--- config.mk ---
export PLATFORM = sky130hd
export DESIGN_NAME = array_scan_sequencer
export DESIGN_NICKNAME = d
export VERILOG_FILES = /design/src/rtl/array_pkg.sv /design/src/rtl/array_scan_sequencer_window_counter.sv /design/src/rtl/array_scan_sequencer.sv
export SDC_FILE = /design/constraint.sdc
export NUM_CORES = 1
export LEC_CHECK = 0
export CORE_MARGIN = 1.5
export CORE_UTILIZATION = 36
export CTS_CLUSTER_SIZE = 14
export DETAILED_ROUTE_END_ITERATION = 10
export HOLD_SLACK_MARGIN = 0.1
export PLACE_DENSITY_LB_ADDON = 0.25
export SETUP_SLACK_MARGIN = 0.5
export SLEW_MARGIN = 20
export SYNTH_ARGS = -nofsm -noshare
export SYNTH_HDL_FRONTEND = slang
export SYNTH_HIERARCHICAL = 1
export SYNTH_SLANG_ARGS = --single-unit
--- constraint.sdc ---
create_clock -name clk -period 4 [get_ports clk]
set_clock_uncertainty 0.15 [all_clocks]
set_input_delay 0.4 -clock clk [delete_from_list [all_inputs] [get_ports clk]]
set_output_delay 0.4 -clock clk [all_outputs]
set_load 0.02 [all_outputs]
--- src/rtl/array_pkg.sv ---
// ============================================================================
// Module : array_pkg
// Brief  : Shared types, widths and mux mapping for the receive-array scanner.
// Rev    : 1.0 - initial release
// ============================================================================
`timescale 1ns/1ps
`default_nettype none

package array_pkg;

    localparam int ROW_W               = 3;
    localparam int COL_W               = 4;
    localparam int PLEX_BASE           = 3;
    localparam int INPUTS_PER_ROW_PAIR = 9;

    typedef enum logic [2:0] {
        ST_IDLE    = 3'd0,
        ST_SETTLE  = 3'd1,
        ST_SAMPLE  = 3'd2,
        ST_EMIT    = 3'd3,
        ST_ADVANCE = 3'd4
    } scan_state_e;

    // Two rows share one plex; odd rows sit on the upper nine mux inputs.
    function automatic logic [5:0] mux_select(
        input logic [ROW_W-1:0] row,
        input logic [COL_W-1:0] col
    );
        logic [1:0]       plex;
        logic [COL_W-1:0] inp;
        plex = 2'(PLEX_BASE) - row[2:1];
        inp  = col + (row[0] ? COL_W'(INPUTS_PER_ROW_PAIR) : COL_W'(0));
        return {plex, inp};
    endfunction

endpackage

`default_nettype wire

--- src/rtl/array_scan_sequencer_window_counter.sv ---
// ============================================================================
// Module : window_counter
// Brief  : Counts high input samples over a fixed window of enabled cycles.
// Rev    : 1.0 - initial release
// ============================================================================
`timescale 1ns/1ps
`default_nettype none

module window_counter #(
    parameter int SAMPLE_CYCLES = 128,
    parameter int CNT_W         = 16
) (
    input  logic             clk,
    input  logic             rst_n,
    input  logic             i_clr,
    input  logic             i_en,
    input  logic             i_din,
    output logic [CNT_W-1:0] o_count,
    output logic             o_done
);

    localparam int              IDX_W    = (SAMPLE_CYCLES > 1) ? $clog2(SAMPLE_CYCLES) : 1;
    localparam logic [IDX_W-1:0] LAST_IDX = IDX_W'(SAMPLE_CYCLES - 1);

    logic [CNT_W-1:0] r_acc;
    logic [IDX_W-1:0] r_idx;

    always_ff @(posedge clk or negedge rst_n) begin
        if (!rst_n) begin
            r_acc <= '0;
            r_idx <= '0;
        end else if (i_clr) begin
            r_acc <= '0;
            r_idx <= '0;
        end else if (i_en) begin
            r_acc <= o_count;
            r_idx <= (r_idx == LAST_IDX) ? '0 : r_idx + IDX_W'(1);
        end
    end

    // Count includes the current sample so the total is usable on the done cycle.
    assign o_count = r_acc + CNT_W'(i_en & i_din);
    assign o_done  = i_en && (r_idx == LAST_IDX);

endmodule

`default_nettype wire

--- src/rtl/array_scan_sequencer.sv ---
// ============================================================================
// Module : array_scan_sequencer
// Brief  : Row-major scan of the receive array: settle, sample, emit result.
// Rev    : 1.0 - initial release
// ============================================================================
`timescale 1ns/1ps
`default_nettype none

module array_scan_sequencer
    import array_pkg::*;
#(
    parameter int ROWS          = 7,
    parameter int COLS          = 7,
    parameter int SETTLE_CYCLES = 64,
    parameter int SAMPLE_CYCLES = 128,
    parameter int CNT_W         = 16
) (
    input  logic             clk,
    input  logic             rst_n,
    input  logic             start,
    input  logic             continuous,
    input  logic             abort,
    input  logic             diff_in,
    output logic [1:0]       uplex,
    output logic [3:0]       uinput,
    output logic             busy,
    output logic             res_valid,
    input  logic             res_ready,
    output logic [ROW_W-1:0] res_row,
    output logic [COL_W-1:0] res_col,
    output logic [CNT_W-1:0] res_count,
    output logic             frame_done
);

    localparam int               TMR_W       = (SETTLE_CYCLES > 1) ? $clog2(SETTLE_CYCLES) : 1;
    localparam logic [TMR_W-1:0] SETTLE_LAST = TMR_W'(SETTLE_CYCLES - 1);
    localparam logic [ROW_W-1:0] LAST_ROW    = ROW_W'(ROWS - 1);
    localparam logic [COL_W-1:0] LAST_COL    = COL_W'(COLS - 1);

    scan_state_e      r_state;
    scan_state_e      w_state_nxt;
    logic [TMR_W-1:0] r_timer;
    logic [ROW_W-1:0] r_row;
    logic [COL_W-1:0] r_col;
    logic [ROW_W-1:0] w_row_nxt;
    logic [COL_W-1:0] w_col_nxt;
    logic             w_xfer;
    logic             w_last_elem;
    logic [CNT_W-1:0] w_win_count;
    logic             w_win_done;

    window_counter #(
        .SAMPLE_CYCLES (SAMPLE_CYCLES),
        .CNT_W         (CNT_W)
    ) u_window (
        .clk     (clk),
        .rst_n   (rst_n),
        .i_clr   (r_state != ST_SAMPLE),
        .i_en    (r_state == ST_SAMPLE),
        .i_din   (diff_in),
        .o_count (w_win_count),
        .o_done  (w_win_done)
    );

    assign w_xfer      = res_valid & res_ready;
    assign w_last_elem = (r_row == LAST_ROW) && (r_col == LAST_COL);

    always_comb begin
        w_state_nxt = r_state;
        w_row_nxt   = r_row;
        w_col_nxt   = r_col;
        case (r_state)
            ST_IDLE: begin
                if (start) begin
                    w_state_nxt = ST_SETTLE;
                    w_row_nxt   = '0;
                    w_col_nxt   = '0;
                end
            end
            ST_SETTLE: begin
                if (r_timer == SETTLE_LAST) begin
                    w_state_nxt = ST_SAMPLE;
                end
            end
            ST_SAMPLE: begin
                if (w_win_done) begin
                    w_state_nxt = ST_EMIT;
                end
            end
            ST_EMIT: begin
                if (w_xfer) begin
                    w_state_nxt = ST_ADVANCE;
                end
            end
            ST_ADVANCE: begin
                if (w_last_elem) begin
                    w_row_nxt   = '0;
                    w_col_nxt   = '0;
                    w_state_nxt = continuous ? ST_SETTLE : ST_IDLE;
                end else if (r_col == LAST_COL) begin
                    w_col_nxt   = '0;
                    w_row_nxt   = r_row + ROW_W'(1);
                    w_state_nxt = ST_SETTLE;
                end else begin
                    w_col_nxt   = r_col + COL_W'(1);
                    w_state_nxt = ST_SETTLE;
                end
            end
            default: begin
                w_state_nxt = ST_IDLE;
            end
        endcase
        // Abort wins over start and over a same-cycle transfer.
        if (abort) begin
            w_state_nxt = ST_IDLE;
            w_row_nxt   = r_row;
            w_col_nxt   = r_col;
        end
    end

    always_ff @(posedge clk or negedge rst_n) begin
        if (!rst_n) begin
            r_state    <= ST_IDLE;
            r_timer    <= '0;
            r_row      <= '0;
            r_col      <= '0;
            uplex      <= 2'(PLEX_BASE);
            uinput     <= '0;
            busy       <= 1'b0;
            res_valid  <= 1'b0;
            res_row    <= '0;
            res_col    <= '0;
            res_count  <= '0;
            frame_done <= 1'b0;
        end else begin
            r_state         <= w_state_nxt;
            r_row           <= w_row_nxt;
            r_col           <= w_col_nxt;
            {uplex, uinput} <= mux_select(w_row_nxt, w_col_nxt);
            busy            <= (w_state_nxt != ST_IDLE);
            r_timer         <= (r_state == ST_SETTLE && w_state_nxt == ST_SETTLE)
                               ? r_timer + TMR_W'(1) : '0;
            frame_done      <= (r_state == ST_EMIT) && w_xfer && w_last_elem && !abort;

            if (abort) begin
                res_valid <= 1'b0;
            end else if (r_state == ST_SAMPLE && w_win_done) begin
                res_valid <= 1'b1;
                res_row   <= r_row;
                res_col   <= r_col;
                res_count <= w_win_count;
            end else if (w_xfer) begin
                res_valid <= 1'b0;
            end
        end
    end

endmodule

`default_nettype wire

==> reports/qor.yml <==
syn_to_final_growth_pct: 19.9
syn_area_per_cell_um2: 10.8
initial_core_util_pct: 36.8
tns_ps: 0
period_minus_slack_ps: 2890
ys_seq_area_share_pct: 50.0
ys_ff_latch: 71
numCtsBuffers: 9
route.detailed.drc: 0
cpMostUsedCell: "ha_1"
vias_per_cell: 5.06
die_area_mm2: 0.0105
rsz0062_at_grt: "no"
reg2reg_depth: 10
num_rows: 36
wirelength_um: 7200
cts_buffer_depth: 2
hold_violations: 0
cts-resized-gates: 0
irDropWorstVdd_mv: 0.144
syn-cell-area_mm2: 0.00356
synth_edf_count: 0
route.detailed.wl_per_inst_um: 14.3
worst-path-stages: 10
critPathTopFamily: "simple AND/OR/NAND/NOR gates"
critical_path_required_ps: 4080
final_util_pct: 44.1
dr.pass1.iters: 4
grt-ovfl-total: 0
clk_pin_slew_ps: 80
pin_count: 39
hpwl_um: 4850
gp_congestion: 0.764
max_cap_viol_count: 0
crit_path_cell_trace: "nor2_1, nand2_1, inv_1, and2_1, ha_1, ha_1, nand3_1, nor4_1, xor2_1, mux2_2"
seqPwrFrac_pct: 50.1
grt_pass1_vias: 2547
ant_nets: 0
portBuffers: 38
clockRootBuffer: "clkbuf_8"
end_kind: "flop"
path_class: "reg -> reg"
ys_async_sr_fraction_pct: 100
power.leakage_uw: 0.00187
worstPathMaxFanout: 15
cts-htree-levels: 3
vias: 2546
power_switching_uw: 297
slew_headroom_pct: 38.7
swShare_pct: 20.6
yosys_warnings: 6
status: "complete, no violations"
pre_cts_slack_ps: 1140
r2r_setup_slack_ps: 1110
power.density_mw_per_mm2: 338
syn_inst: 329
die_width_um: 102
crit_buf_inv: 1
hold_class: "in -> async"
antenna_found_initial: 0
tightest_slew_ps: 919
layout_common_cells: "dfrtp_1, clkdlybuf4s50_1, nor2_1"
grt_pass1_wl_um: 12400
grt_use_total_pct: 15.3
finalCritPeriodShare_pct: 72.1
synth_nets: 346
synth_cell_types: 53
critPathArrivalTime_ps: 2970
clock_power_share_pct: 47.4
clock-sinks: 71
drt_iter0_drc: 127
n_antenna_cell: 0
final_common_cell: "dfrtp_1"
cpPeakStageDelay_ps: 540
post_cts_buffers: 0
clk_latency_ps: 350
setup_viol: 0
fin_nets: 382
cp-start-kind: "flop"
comb_power_share_pct: 2.5
crit_slowest_cell: "dfrtp_1"
fmax_mhz: 347
dieHeight_um: 102
core_area_mm2: 0.00968
setup_slack_ps: 1110
drive_gt1_share_pct: 15.4
p_int_uw: 1140
slew_viol_final: 0
cts_hold_buf: 0
synth_ff_type: "dfrtp_1"
timing.hold.ws_ps: 103
cts_tree: "done"
grt_start_max_net_pins: 72
sequential cells by signal, summed over array words and instances, names as in the netlist:
name and flops:
busy 1, res_col 4, r_row 3, r_state 3, uplex 2, uinput 4, u_window/r_acc 16, u_window/r_idx 7
res_count 16, res_row 3, res_valid 1, frame_done 1, r_timer 6, r_col 4
worst paths after layout:
| check | start | end |
|---|---|---|
| max in group asynchronous | rst_n | res_count[4] |
| worst max-delay path | r_state[2] | res_count[14] |
| worst max register to register | r_state[2] | res_count[14] |
| worst min register to register | r_timer[0] | r_timer[0] |
| worst min-delay path | rst_n | r_timer[2] |
| min in group clk | r_timer[0] | r_timer[0] |
power groups by stage:
stage	clock, uW	sequential (uW)	combinational (uW)
finish	684	722	36.7
CTS	705	722	38.6
detailed placement	0	736	38.5
floorplan	0	735	14.4
global route	735	722	42.6
global placement	0	736	38.4
routing by layer:
| layer | up-vias | share of wire [%] | GRT usage, % |
|---|---|---|---|
| met5 | - | 0 | 0 |
| met2 | 41 | 48 | 25.4 |
| met3 | 15 | 3.1 | 3.69 |
| li1 | 1245 | - | - |
| met4 | 0 | 2.3 | 6.22 |
| met1 | 1245 | 47 | 19.3 |
area by class of cell:
| type | instances | area, um2 |
|---|---|---|
| tap | 133 | 166 |
| clock inverter | 6 | 109 |
| multi-input combinational | 232 | 1650 |
| inverter | 10 | 37.5 |
| timing repair buffer | 41 | 398 |
| clock buffer | 10 | 128 |
| sequential | 71 | 1780 |
| fill | 936 | 5410 |
stage by stage:
step / area (um2) / cells / power (uW)
6_report: 4270 / 503 / 1440
5_1_grt: 4270 / 503 / 1500
4_1_cts: 4270 / 503 / 1470
3_5_place_dp: 4030 / 487 / 775
3_3_place_gp: 4030 / 487 / 775
2_1_floorplan: 3560 / 329 / 750
worst register-to-register path, stage by stage (launching register included):
cell and delay [ps]:
dfrtp_1 540, nor2_1 150, nand2_1 80, inv_1 150, and2_1 150, ha_1 220, ha_1 260, nand3_1 310
nor4_1 410, xor2_1 100, mux2_2 270
cells in the mapped netlist, types with 2 or more instances:
cell type | n | area (um2)
xor2_1 | 17 | 149
nor2_1 | 28 | 105
o21ai_1 | 2 | 10.0
ha_1 | 10 | 125
xnor2_1 | 8 | 70.1
mux2_2 | 24 | 270
and3_1 | 3 | 18.8
nand2_1 | 26 | 97.6
o21ai_0 | 10 | 50.1
inv_1 | 10 | 37.5
nor2b_1 | 7 | 43.8
or3_1 | 5 | 31.3
mux2i_1 | 3 | 30.0
nor4b_1 | 3 | 26.3
buf_2 | 10 | 50.1
nor3_1 | 7 | 35.0
dfstp_2 | 2 | 52.6
o31ai_1 | 7 | 52.6
a21oi_1 | 11 | 55.1
nor4_1 | 8 | 50.1
nand4_2 | 3 | 37.5
clkbuf_1 | 2 | 7.51
or4_1 | 4 | 30.0
buf_6 | 2 | 22.5
dfrtp_1 | 69 | 1730
nand4_1 | 8 | 50.1
nand3_1 | 14 | 70.1
cell families after synthesis:
| logic type | after synthesis | synth area share (%) |
|---|---|---|
| buffers and inverters | 26 | 3.62 |
| DFF | 71 | 50.0 |
| muxes | 29 | 9.38 |
| AOI/OAI and AO/OA | 41 | 7.56 |
| xor gates and xnor gates | 26 | 6.61 |
| adders and majority gates | 10 | 3.51 |
| and+or+nand+nor | 126 | 19.4 |
No activity file was read; power rests on OpenSTA's default activity.
